===== src/rtl/pipe_dest_tracker.sv =====
// Destination-info shift chain (EX, MEM, WB, post-WB) feeding the forwarding unit.
// Inserts a MEM bubble on load stalls, kills EX entry on flush, and counts stall cycles.
module pipe_dest_tracker #(
  parameter int ADDR_W = 5,
  parameter int CNT_W  = 16
) (
  input  logic              i_clk,
  input  logic              i_reset,
  input  logic              i_id_valid,
  input  logic              i_id_wren,
  input  logic              i_id_memtoreg,
  input  logic [ADDR_W-1:0] i_id_wraddr,
  input  logic              i_load_stall,
  input  logic              i_flush,
  output logic              o_front_hold,
  output logic              o_ex_wren,
  output logic              o_ex_memtoreg,
  output logic [ADDR_W-1:0] o_ex_wraddr,
  output logic              o_firstwren,
  output logic              o_nextMemtoReg,
  output logic [ADDR_W-1:0] o_firstWriteRegister,
  output logic              o_nextwren,
  output logic              o_MemtoReg,
  output logic [ADDR_W-1:0] o_nextWriteRegister,
  output logic              o_wren,
  output logic              o_prevMemtoReg,
  output logic [ADDR_W-1:0] o_writeRegister,
  output logic [CNT_W-1:0]  o_stall_count
);

  // Slot index: 0 = EX, 1 = MEM, 2 = WB, 3 = post-WB
  logic [3:0]        r_wren;
  logic [3:0]        r_mtr;
  logic [ADDR_W-1:0] r_addr [4];
  logic [CNT_W-1:0]  r_stall_count;

  logic              w_addr_nz;
  logic              w_in_wren;
  logic              w_in_mtr;
  logic [ADDR_W-1:0] w_in_addr;

  // Writes to register 0 are architecturally dead, so they never reach the chain.
  assign w_addr_nz = |i_id_wraddr;
  assign w_in_wren = i_id_valid & i_id_wren & w_addr_nz;
  assign w_in_mtr  = i_id_valid & i_id_memtoreg & w_addr_nz;
  assign w_in_addr = i_id_valid ? i_id_wraddr : '0;

  always_ff @(posedge i_clk) begin
    if (i_reset) begin
      r_wren        <= '0;
      r_mtr         <= '0;
      r_stall_count <= '0;
      for (int i = 0; i < 4; i++) r_addr[i] <= '0;
    end else begin
      r_wren[3] <= r_wren[2];
      r_mtr[3]  <= r_mtr[2];
      r_addr[3] <= r_addr[2];
      r_wren[2] <= r_wren[1];
      r_mtr[2]  <= r_mtr[1];
      r_addr[2] <= r_addr[1];
      if (i_load_stall) begin
        // EX holds its consumer; a bubble opens behind the load. Flush is ignored here.
        r_wren[1] <= 1'b0;
        r_mtr[1]  <= 1'b0;
        r_addr[1] <= '0;
        if (r_stall_count != '1) r_stall_count <= r_stall_count + CNT_W'(1);
      end else begin
        r_wren[1] <= r_wren[0];
        r_mtr[1]  <= r_mtr[0];
        r_addr[1] <= r_addr[0];
        if (i_flush) begin
          r_wren[0] <= 1'b0;
          r_mtr[0]  <= 1'b0;
          r_addr[0] <= '0;
        end else begin
          r_wren[0] <= w_in_wren;
          r_mtr[0]  <= w_in_mtr;
          r_addr[0] <= w_in_addr;
        end
      end
    end
  end

  assign o_front_hold         = i_load_stall & ~i_reset;
  assign o_ex_wren            = r_wren[0];
  assign o_ex_memtoreg        = r_mtr[0];
  assign o_ex_wraddr          = r_addr[0];
  assign o_firstwren          = r_wren[1];
  assign o_nextMemtoReg       = r_mtr[1];
  assign o_firstWriteRegister = r_addr[1];
  assign o_nextwren           = r_wren[2];
  assign o_MemtoReg           = r_mtr[2];
  assign o_nextWriteRegister  = r_addr[2];
  assign o_wren               = r_wren[3];
  assign o_prevMemtoReg       = r_mtr[3];
  assign o_writeRegister      = r_addr[3];
  assign o_stall_count        = r_stall_count;

endmodule

===== config.mk =====
export PLATFORM = sky130hd
export DESIGN_NAME = pipe_dest_tracker
export DESIGN_NICKNAME = d
export VERILOG_FILES = /design/src/rtl/pipe_dest_tracker.sv
export SDC_FILE = /design/constraint.sdc
export NUM_CORES = 1
export LEC_CHECK = 0
export ABC_AREA = 1
export ABC_CLOCK_PERIOD_IN_PS = 2290
export BUFFER_PORTS_ARGS = -buffer_cell sky130_fd_sc_hd__buf_2
export CORE_MARGIN = 2
export CORE_UTILIZATION = 48
export DETAILED_ROUTE_END_ITERATION = 10
export GPL_TIMING_DRIVEN = 0
export PLACE_DENSITY_LB_ADDON = 0.15
export SLEW_MARGIN = 20
export SYNTH_ARGS = -nofsm -noshare
export SYNTH_HDL_FRONTEND = slang
export SYNTH_SLANG_ARGS = --single-unit

===== constraint.sdc =====
create_clock -name i_clk -period 2.29 [get_ports i_clk]
set_input_delay 0.5725 -clock i_clk [delete_from_list [all_inputs] [get_ports i_clk]]
set_output_delay 0.5725 -clock i_clk [all_outputs]
set_load 0.005 [all_outputs]

* After elaboration in Yosys (flattened, before gate mapping) *
Memory sizes are Yosys's and may differ from the RTL's.
Cells that the tools add are included.

storage, ports and cells
  flip-flop bits (word level) = 24
  memory bits (writable) = 20
  output and inout port bits = 45
  word-level logic and storage cells = 51
  memories kept = 1

operators by class
  add/sub/neg operators = 1
  eq/ne operators = 1
  muxes and demuxes = 26
  bitwise gates (word level) = 12
  reductions and logical operators = 3

memories
  name    depth  width  read ports  clocked after memory_dff  write ports  RTL line  text
  r_addr  4      5      4           0                         4            34        logic [ADDR_W-1:0] r_addr [4];

operators by type and width
  cell                                                             number
  5-bit 2-to-1 mux                                                 7
  1-bit 2-to-1 mux                                                 19
  16-bit by 1-bit adder with 16-bit output, second input constant  1
  16-bit != test, second input constant                            1
  1-bit OR                                                         6
  1-bit AND                                                        5
  5-bit OR reduction                                               1
  2-bit AND reduction                                              1
  2-bit OR reduction                                               1
  1-bit NOT                                                        1

* Longest topological paths before layout *
  depth in word-level cells = 6
  mapped depth = 9

* Least setup slack after synthesis *
No wires, ideal clock.

  path type = input to output
  from = input i_load_stall
  to = output o_front_hold
  data arrival time = 0.935 ns
  setup slack = 0.783 ns
  cell stages on the path = 3
  path buffers = 1
  cell sequence = buf_2 -> inv_1 -> nor2_1

on the way
  longest elaborated chain between the ends = 1

RTL lines
  element      RTL line  text
  from (decl)  13        input logic i_load_stall,
  1-bit AND    84        assign o_front_hold = i_load_stall & ~i_reset;
  to (decl)    15        output logic o_front_hold,

Every way passes these cells.

* Worst setup path after layout *
Ends and elaborated chain as after synthesis.

==> impl_metrics.env <==
export IMPL_crit_family="buffers and inverters"
export IMPL_cts_resized=0
export IMPL_die_area_sq_um=4376
export IMPL_die_height_um=66.16
export IMPL_worst_slack_ns=0.5479
export IMPL_cts_max_path_buffers=2
export IMPL_status="completed"
export IMPL_n_antenna_cell=0
export IMPL_ys_top_cells_by_area="dfxtp_1 (42%), nor2_1 (13%), inv_1 (9.5%)"
export IMPL_holdBufCountCts=0
export IMPL_grtUsageMet1=0.2476
export IMPL_regArea_sq_um=930.9
export IMPL_synth_nets=265
export IMPL_num_rows=22
export IMPL_globalRouteTotalUtil=0.1936
export IMPL_routedWlPerCell_um=10.00
export IMPL_io_pins=57
export IMPL_power_mw=1.382
export IMPL_cp_common_cell="buf_2"
export IMPL_cp_max_fo=8
export IMPL_setup_viol=0
export IMPL_die_width_um=66.16
export IMPL_num_vias=1610
export IMPL_slowest_delay_ns=0.18
export IMPL_grt_max_degree=15
export IMPL_max_cap_violations=0
export IMPL_rsz0062_at_grt="false"
export IMPL_fin_crit_sh=0.7607
export IMPL_path_clk_slew_ns=0.08
export IMPL_multiInputGateArea_sq_um=711.9
export IMPL_busiest_layer="met2"
export IMPL_initial_core_util=0.5027
export IMPL_dp_hpwl_um=2815
export IMPL_yosys_warnings=0
export IMPL_ys_async_sr_fraction=0
export IMPL_cts_sinks=44
export IMPL_grt_pass1_wl_um=6492
export IMPL_setup_tns_ns=0
export IMPL_slew_viol_final=0
export IMPL_syn_area_sq_um=1854
export IMPL_required_ns=1.72
export IMPL_worst_setup_path_end_kind="primary output"
export IMPL_critPathSlowestCell="buf_2"
export IMPL_nNetsFinal=326
export IMPL_synth_area_per_cell_sq_um=7.358
export IMPL_fin_util=0.6184
export IMPL_clockRootBuffer="clkbuf_8"
export IMPL_fin_crit_ns=1.742
export IMPL_dpl_worst_slack_ns=0.5574
export IMPL_synth_top_area_cell="dfxtp_1"
export IMPL_synth_cell_type_count=23
export IMPL_synth_most_common_cell="nor2_1"
export IMPL_ys_seq_area_frac=0.5020
export IMPL_fillers=371
export IMPL_fmax_ghz=0.5740
export IMPL_synth_ff_type="dfxtp_1"
export IMPL_grt_overflow_total=0
export IMPL_core_area_sq_um=3689
export IMPL_synthCells=252
export IMPL_synth_edf_count=5
export IMPL_gp_congestion=0.8382
export IMPL_synth_seq_cells=44
export IMPL_met3_usage=0.05792
export IMPL_synth_top_area_share=0.4211
export IMPL_drc=0
export IMPL_dr_pass1_iters=4
export IMPL_hold_path_class="reg -> reg"
export IMPL_area_growth_pct=23.01
export IMPL_ys_top_cells_by_count="nor2_1 (65), inv_1 (47), nand2_1 (44)"
export IMPL_crit_chain="buf_2, inv_1, nor2_1, buf_2"
export IMPL_grt_pass1_vias=1535
export IMPL_cp_num_buf_inv=3
export IMPL_routed_wl_um=3620
export IMPL_crit_type="in -> out"
export IMPL_p_per_area_nw_per_um2=605.8
export IMPL_ir_worst_vdd_mv=0.2802
export IMPL_drive_above_1_share=0.2580
export IMPL_skew_ns=0.005082
export IMPL_htreeDepth=2
export IMPL_maxSlewHeadroom=0.7394
export IMPL_cts_made_buffers=5
export IMPL_vias_per_cell=4.448
export IMPL_final_hold_viol_count=0
export IMPL_timing_hold_ws_ns=0.4164
export IMPL_antenna_found_initial=0
export IMPL_ant_nets=0
export IMPL_drtIter0Drc=119
export IMPL_cts_tree="done"
export IMPL_worst_slew_pin_slew_ns=0.3909
export IMPL_use_met2=0.3075
export IMPL_post_cts_setup_buffers=0
export IMPL_p_leak_nw=1.107
export IMPL_insertion_delay_ns=0.29
export IMPL_port_buffers=54
export IMPL_cp_start_kind="input port"
export IMPL_crit_arrival_ns=1.17
## power by group
| part | switching [mW] | internal, mW | leakage, nW | total (mW) |
|---|---|---|---|---|
| Combinational | 0.0436 | 0.0312 | 0.690 | 0.0748 |
| Clock | 0.259 | 0.245 | 0.0477 | 0.504 |
| Sequential | 0.00907 | 0.794 | 0.370 | 0.803 |
| Total | 0.312 | 1.07 | 1.11 | 1.38 |
## state kept, by name (all words and copies together), names as in the netlist
name and count:
r_wren 4, r_addr 20, o_stall_count 16, r_mtr 4
## per-stage QoR
stage / cells / instance area, sq um
2_1_floorplan: 252 / 1854
3_3_place_gp: 354 / 2185
3_5_place_dp: 354 / 2185
4_1_cts: 362 / 2281
5_1_grt: 362 / 2281
6_report: 362 / 2281
## cell families (layout without fill, tap and decap cells)
group / Yosys count / after routing / share of synthesized area
buffers and inverters: 53 / 115 / 0.1140
AND/OR/NAND/NOR: 143 / 143 / 0.3475
adder cells (fa/ha/maj): 1 / 1 / 0.006747
AO/OA/AOI/OAI: 11 / 11 / 0.02969
flip-flops: 44 / 44 / 0.5020
## area by class of cell
| type | count | area share |
|---|---|---|
| Clock buffer | 6 | 0.03620 |
| Timing Repair Buffer | 54 | 0.1185 |
| Inverter | 48 | 0.07899 |
| Buffer | 5 | 0.01371 |
| Clock inverter | 2 | 0.006034 |
| Sequential cell | 44 | 0.4081 |
| Multi-Input combinational cell | 155 | 0.3121 |
| Tap cell | 48 | 0.02633 |
## layer usage
metal  vias to the layer above  wire, um
met5                         -         0
met4                         0        49
met3                         5       240
li1                        875         -
met2                        54      1617
met1                       676      1713
## tightest hold or removal path, stage by stage, from the launching register on
cell	delay, ns
dfxtp_1	0.31
inv_1	0.04
nor2_1	0.03
## path summary, 6_finish.rpt
kind / start / to / slack [ns] / cells after the start
hold / removal: r_mtr[1] / r_mtr[2] / 0.42 / 2
hold reg to reg: r_mtr[1] / r_mtr[2] / 0.42 / 2
setup / recovery: i_load_stall / o_front_hold / 0.55 / 4
setup reg to reg: o_stall_count[0] / o_stall_count[0] / 0.81 / 9
## cells in the final DEF (no fill, tap or decap), types with 4 or more instances in the layout
cell type,Yosys,final
nor2_1,65,65
buf_2,1,55
inv_1,47,47
nand2_1,44,44
dfxtp_1,39,39
nand3_1,14,14
a21oi_1,8,8
clkbuf_8,0,6
nor2_4,5,5
edfxtp_1,5,5
nand2_2,4,4
No activity file was read; power rests on OpenSTA's default activity.
